==> src/rtl/data_cache.sv <==
// Direct-mapped, write-back, write-allocate data cache between the MEM stage and
// 128-bit block memory. A miss stalls the CPU while a dirty victim is written back and the block fetched.
module data_cache #(
    parameter int INDEX_BITS = 3
) (
    input  logic         CLK,
    input  logic         RESET,
    input  logic         READ,
    input  logic         WRITE,
    input  logic [2:0]   FUNCT3,
    input  logic [31:0]  ADDRESS,
    input  logic [31:0]  WRITEDATA,
    output logic [31:0]  READDATA,
    output logic         BUSYWAIT,
    output logic         MEM_READ,
    output logic         MEM_WRITE,
    output logic [27:0]  MEM_ADDRESS,
    output logic [127:0] MEM_WRITEDATA,
    input  logic [127:0] MEM_READDATA,
    input  logic         MEM_BUSYWAIT
);
    localparam int LINES    = 1 << INDEX_BITS;
    localparam int TAG_BITS = 28 - INDEX_BITS;

    // state     | meaning
    // S_IDLE    | serve hits; detect misses
    // S_WRITEBACK | dirty victim block is being written to memory
    // S_ALLOCATE  | missing block is being fetched into the line
    typedef enum logic [1:0] {S_IDLE, S_WRITEBACK, S_ALLOCATE} state_t;
    state_t state_q, state_d;

    logic [LINES-1:0]    valid_q, dirty_q;
    logic [TAG_BITS-1:0] tag_q  [LINES];
    logic [127:0]        data_q [LINES];

    logic [3:0]            offset;
    logic [INDEX_BITS-1:0] index;
    logic [TAG_BITS-1:0]   tag;
    logic                  request, hit, in_idle, store_hit, fill;
    logic [127:0]          cur_line, line_st;
    logic [31:0]           rd_word, st_word;
    logic [15:0]           rd_half;
    logic [7:0]            rd_byte;

    assign offset    = ADDRESS[3:0];
    assign index     = ADDRESS[3+INDEX_BITS:4];
    assign tag       = ADDRESS[31:4+INDEX_BITS];
    assign request   = READ | WRITE;
    assign in_idle   = (state_q == S_IDLE);
    assign hit       = request && valid_q[index] && (tag_q[index] == tag);
    assign BUSYWAIT  = request && !(in_idle && hit);
    assign store_hit = WRITE && in_idle && hit;
    assign fill      = (state_q == S_ALLOCATE) && !MEM_BUSYWAIT;

    assign cur_line = data_q[index];
    assign rd_word  = cur_line[{offset[3:2], 5'b0} +: 32];
    assign rd_half  = offset[1] ? rd_word[31:16] : rd_word[15:0];
    assign rd_byte  = rd_word[{offset[1:0], 3'b0} +: 8];

    always_comb begin
        READDATA = '0;
        if (READ && !WRITE && in_idle && hit) begin
            case (FUNCT3)
                3'b000:  READDATA = {{24{rd_byte[7]}}, rd_byte};
                3'b001:  READDATA = {{16{rd_half[15]}}, rd_half};
                3'b100:  READDATA = {24'b0, rd_byte};
                3'b101:  READDATA = {16'b0, rd_half};
                default: READDATA = rd_word;
            endcase
        end
    end

    // Merge the store lane into the selected word, then into the line.
    always_comb begin
        st_word = rd_word;
        case (FUNCT3[1:0])
            2'b00:   st_word[{offset[1:0], 3'b0} +: 8] = WRITEDATA[7:0];
            2'b01:   st_word[{offset[1], 4'b0} +: 16]  = WRITEDATA[15:0];
            default: st_word = WRITEDATA;
        endcase
        line_st = cur_line;
        line_st[{offset[3:2], 5'b0} +: 32] = st_word;
    end

    always_ff @(posedge CLK or posedge RESET) begin
        if (RESET) state_q <= S_IDLE;
        else       state_q <= state_d;
    end

    always_comb begin
        state_d = state_q;
        case (state_q)
            S_IDLE: begin
                if (request && !hit)
                    state_d = (valid_q[index] && dirty_q[index]) ? S_WRITEBACK : S_ALLOCATE;
            end
            S_WRITEBACK: if (!MEM_BUSYWAIT) state_d = S_ALLOCATE;
            S_ALLOCATE:  if (!MEM_BUSYWAIT) state_d = S_IDLE;
            default:     state_d = S_IDLE;
        endcase
    end

    always_comb begin
        MEM_READ      = 1'b0;
        MEM_WRITE     = 1'b0;
        MEM_ADDRESS   = '0;
        MEM_WRITEDATA = '0;
        case (state_q)
            S_WRITEBACK: begin
                MEM_WRITE     = 1'b1;
                MEM_ADDRESS   = {tag_q[index], index};
                MEM_WRITEDATA = cur_line;
            end
            S_ALLOCATE: begin
                MEM_READ    = 1'b1;
                MEM_ADDRESS = ADDRESS[31:4];
            end
            default: ;
        endcase
    end

    always_ff @(posedge CLK or posedge RESET) begin
        if (RESET) begin
            valid_q <= '0;
            dirty_q <= '0;
        end else if (fill) begin
            valid_q[index] <= 1'b1;
            dirty_q[index] <= 1'b0;
        end else if (store_hit) begin
            dirty_q[index] <= 1'b1;
        end
    end

    // Line payload and tags need no reset; valid_q qualifies them.
    always_ff @(posedge CLK) begin
        if (fill) begin
            data_q[index] <= MEM_READDATA;
            tag_q[index]  <= tag;
        end else if (store_hit) begin
            data_q[index] <= line_st;
        end
    end
endmodule
==> config.mk <==
export PLATFORM = sky130hd
export DESIGN_NAME = data_cache
export DESIGN_NICKNAME = d
export VERILOG_FILES = /design/src/rtl/data_cache.sv
export SDC_FILE = /design/constraint.sdc
export NUM_CORES = 2
export LEC_CHECK = 0
export CAP_MARGIN = 25
export CORE_ASPECT_RATIO = 1.5
export CORE_MARGIN = 8
export CORE_UTILIZATION = 55
export CTS_CLUSTER_SIZE = 24
export DETAILED_ROUTE_END_ITERATION = 6
export PLACE_DENSITY_LB_ADDON = 0.12
export SYNTH_ARGS = -nofsm -noshare
export SYNTH_HDL_FRONTEND = slang
export SYNTH_SLANG_ARGS = --single-unit
==> constraint.sdc <==
create_clock -name CLK -period 10.4 [get_ports CLK]
set_input_delay 3.12 -clock CLK [delete_from_list [all_inputs] [get_ports CLK]]
set_output_delay 3.12 -clock CLK [all_outputs]
set_load 0.01 [all_outputs]
# Word-level counts from Yosys, hierarchy flattened
# Memory sizes are Yosys's and may differ from the RTL's.
# Cells that the tools add are included.
# Widths: inputs -> output; s select.
dict set report totals {
  output_inout_bits 191
  ram_bits 1224
  input_bits 200
  n_memories 2
  wordCells 86
  latch_bits 0
  reg_bits 18
  rom_bits 0
}
# name depth word_bits rd rd_clocked_by_memory_dff write_ports line_no
set memory_table {}
lappend memory_table {data_q 8 128 1 0 1 34} ;# logic [127:0] data_q [LINES];
lappend memory_table {tag_q 8 25 1 0 1 33} ;# logic [TAG_BITS-1:0] tag_q [LINES];
dict set report op_classes {
  div 0
  n_shift 8
  n_bitwise 6
  eq_ne 10
  n_mul 0
  n_lt_le_gt_ge 2
  n_mux 30
  n_addsub 3
  reduce_logical 22
}
# operator n
set op_table {}
lappend op_table {{$mux 128} 2}
lappend op_table {{$bwmux 128} 1}
lappend op_table {{$pmux 32 s4} 1}
lappend op_table {{$shift 32x9->128 const A} 1}
lappend op_table {{$shiftx 128x8->32} 1}
lappend op_table {{$shiftx 32x9->128} 1}
lappend op_table {{$bwmux 32} 2}
lappend op_table {{$pmux 32 s2} 1}
lappend op_table {{$pmux 28 s2} 1}
lappend op_table {{$mux 32} 1}
lappend op_table {{$shift 16x7->32 const A} 1}
lappend op_table {{$shift 8x7->32 const A} 1}
lappend op_table {{$shiftx 16x7->32} 1}
lappend op_table {{$shiftx 32x6->8} 1}
lappend op_table {{$shiftx 8x7->32} 1}
lappend op_table {{$eq 25x25->1} 1}
lappend op_table {{$mux 16} 1}
lappend op_table {{$mux 8} 2}
lappend op_table {{$or 8x8->8} 2}
lappend op_table {{$neg 5->7} 2}
lappend op_table {{$logic_and 1x1->1} 13}
lappend op_table {{$mux 1} 10}
lappend op_table {{$neg 7->9} 1}
lappend op_table {{$and 8x8->8} 1}
lappend op_table {{19 further kinds} 31}

# Depth between registers and ports, before layout
dict set report logic_depth {
  depth_word 9
  mapped_depth 15
}

# Worst setup path after synthesis
# No wires, ideal clock.
dict set report synth_timing {
  path_kind {input -> output}
  start {input ADDRESS[4]}
  end {output READDATA[7]}
  cell_stages 11
  path_buffers 3
  arrival_time_ns 5.723
  setup_slack_ns 1.557
  required_time_ns 7.280
  cell_sequence {buf_2 -> nor2b_1 -> clkbuf_1 -> a221oi_1 -> o21ai_0 -> xor2_1 -> or4_1 -> nor4_1 -> nand3b_1 -> buf_2 -> a221oi_1}
}
dict set report synth_via {
  elab_chain_len 6
  word_cells_on_any_way 13
}
# element line_no
set synth_lines {}
lappend synth_lines {{start, declared} 11} ;# input logic [31:0] ADDRESS,
lappend synth_lines {{parallel branches: the longest is 5 deep, another holds $mem_v2 8x128} n/a}
lappend synth_lines {{$mux 32 *} 62} ;# if (READ && !WRITE && in_idle && hit) begin
lappend synth_lines {{end, declared} 13} ;# output logic [31:0] READDATA,
# Mark *: on every way between the ends. The select of a mux whose other input is x is not followed.

# Worst setup path after layout
dict set report layout_timing {
  start {input ADDRESS[4]}
  end {output READDATA[4]}
}
# Same word-level chain as after synthesis.

==> impl_metrics.py <==
metrics = {
    "timing": {
        "worst_pin_slew_ns": 1.15,
        "period_share_pct": 100,
        "slew_headroom_pct": 23.2,
        "max_freq_ghz": 0.0960,
        "finalHoldViolCount": 0,
        "setup_viol": 1,
        "finalClockSkew_ns": 0.0419,
        "slew_viol_final": 0,
        "min_period_ns": 10.41,
        "rsz0062_at_grt": "false",
        "layout_setup_ws_ns": -0.0147,
    },
    "critical_path": {
        "path_class": "in2out",
        "critPathArrivalTime_ns": 7.29,
        "reg2reg_slack_ns": 5.99,
        "worstPathMaxFanout": 42,
        "startpoint_type": "input pin",
        "critPathLaunch": "ADDRESS[4]",
        "rr_startpoint": "tag_q[7][0]",
        "end_kind": "output port",
        "cp.required_ns": 7.28,
    },
    "detailed_routing": {
        "firstDrtPassIters": 6,
        "vias": 37082,
        "final_antenna_net_count": 0,
        "drt_iter0_markers": 5317,
        "viasPerCell": 6.87,
        "routedWlPerCell_um": 36.4,
        "drc": 0,
        "drt_wl_total_um": 197000,
    },
    "worst_hold_path": {
        "hp-class": "reg2reg",
        "hp-start": "valid_q[4]",
    },
    "clocking": {
        "numCtsBuffers": 110,
        "clk_path_buf_depth": 3,
        "clk-insertion-delay-late_ns": 0.73,
        "htree_levels": 3,
        "clock_sinks": 1242,
        "cts_tree": "yes",
        "cts.reportedPaths.clkPinSlew_ns": 0.06,
        "root_buffer": "clkbuf_16",
        "cts_setup_buffers": 0,
    },
    "floorplanning": {
        "fp.dieH_um": 399,
        "rows": 140,
        "coreArea_um2": 97000,
        "io_pins": 391,
        "initial_core_util_pct": 55.4,
        "dieArea_um2": 108000,
        "fp.dieW_um": 271,
    },
    "yosys": {
        "synthesis.instances": 3492,
        "ys_async_sr_fraction_pct": 1.45,
        "synth_edf_count": 1224,
        "ys_warn_count": 0,
        "syn_area_um2": 53800,
        "ys_ff_latch": 1242,
        "ys_types": 78,
        "ys_seq_area_share_pct": 69.2,
        "synth_fp_nets": 3705,
        "ys.flop_type": "edfxtp_1",
        "syn_avg_cell_area_um2": 15.4,
    },
    "cells_and_area": {
        "finalNonFillerCells": 5394,
        "nets": 4231,
        "drive_gt1_share_pct": 19.1,
        "mostFrequentLayoutCells": "edfxtp_1 (1224), clkdlybuf4s50_1 (386), nor2_1 (252)",
        "final_common_cell": "edfxtp_1",
        "area_growth_pct": 19.6,
    },
    "place": {
        "dpl_worst_slack_ns": 0.0476,
        "hpwl_um": 130000,
        "io_buffers": 390,
        "place_congestion": 0.970,
        "place_inst": 5181,
    },
    "grt": {
        "grt_pass1_wl_um": 274000,
        "track_usage_pct": 35.3,
        "overflow": 0,
        "grt_max_degree": 129,
        "antenna_found_initial": 10,
        "grt_pass1_vias": 36695,
    },
    "run": {
        "cap_violations": 0,
    },
    "power_and_ir_drop": {
        "p_leak_nw": 21.5,
        "power_density_nw_per_um2": 189,
        "ir_drop_mv": 0.143,
        "p_total_mw": 12.1,
    },
    "outcome": {
        "violations": "setup timing",
        "status": "complete, but fails checks",
    },
}
-- sequential cells by signal, indices dropped and copies added (netlist names), named ones only --
signal / flops
data_q: 1024
state_q: 2
valid_q: 8
tag_q: 200
-- cells by family (layout without fill, tap and decap cells) --
logic type / Yosys count / in the layout / share of synthesized area, %
flip-flops: 1242 / 1242 / 69.2
AO/OA/AOI/OAI: 807 / 807 / 10.8
AND/OR/NAND/NOR: 584 / 584 / 4.91
multiplexers: 518 / 518 / 11.5
buffers and inverters: 303 / 924 / 2.90
XOR/XNOR: 25 / 25 / 0.407
adder cells (fa/ha/maj): 13 / 13 / 0.302
other: 0 / 3 / 0
-- Yosys cell counts, types with 19 or more instances --
library cell     n  area [um2]
edfxtp_1      1224       36800
nor2_1         254         953
mux2i_1        222        2220
mux2_2         220        2480
nand2_1        155         582
o22ai_1        140         876
a21oi_1        129         646
clkbuf_1       110         413
a22oi_1        101         758
a221oi_1        90         788
o21ai_0         77         385
buf_2           58         290
mux4_2          56        1260
inv_1           47         176
o2bb2ai_1       46         403
a22o_1          39         342
buf_4           31         233
buf_6           31         349
nor2b_1         30         188
a221o_1         29         290
nand3_1         26         130
and2_1          22         138
buf_1           22        82.6
nand2b_1        22         138
mux2_1          19         214
o211ai_1        19         143
-- what timing repair did --
item	4_1_cts	5_1_grt
hold buffers	0	0
resized for setup	0	5
endpoints found under the setup margin	0	18
-- worst max-delay path, cell delays in order --
cell and delay, ns:
buf_8 0.31, buf_4 0.27, nor2b_2 0.11, buf_4 0.20, a221oi_1 0.30, o21ai_0 0.19
xor2_1 0.22, or4_1 0.56, nor4_2 0.29, nand3b_1 0.26, buf_4 0.31, a31oi_1 0.43
clkdlybuf4s50_1 0.64
-- layout make-up --
type                            instances  area (um2)
Clock inverter                         84        1010
Multi-Input combinational cell       1947       15200
Antenna cell                            3        7.51
Fill cell                            6843       32700
Timing Repair Buffer                  666        6330
Tap cell                             1278        1600
Clock buffer                          123        2820
Inverter                               51         194
Sequential cell                      1242       37200
-- stage by stage --
step	instance area (um2)	TNS (ns)	hold slack, ns	utilization [%]
2_1_floorplan	53800	0	0.429	-
3_3_place_gp	60400	0	0.448	62.3
3_5_place_dp	60400	0	0.452	62.3
4_1_cts	64300	0	0.467	66.2
5_1_grt	64300	0	0.488	66.3
6_report	64400	-0.0147	0.472	66.3
-- metal layers --
metal  vias up  GRT usage (%)  share of wire [%]
li1      14990              -                  -
met1     18633           44.6                 35
met2      2929           55.8                 46
met3       526           8.25                 12
met4         4           20.8                6.9
met5         -              0              0.016
-- where the power goes --
group	total (mW)	internal, mW	switching (mW)
sequential	5.78	5.72	0.0551
clock	4.36	2.48	1.88
combinational	2.01	0.752	1.26
-- final timing paths --
path / depth (start not counted) / endpoint
setup reg to reg: 10 / data_q[6][62]
min in group asynchronous: 2 / asynchronous set/reset pin
hold / removal: 1 / valid_q[4]
setup / recovery: 13 / READDATA[4]
hold reg to reg: 1 / valid_q[4]
max in group asynchronous: 2 / valid_q[3]
Power figures use the tool's default switching activity.
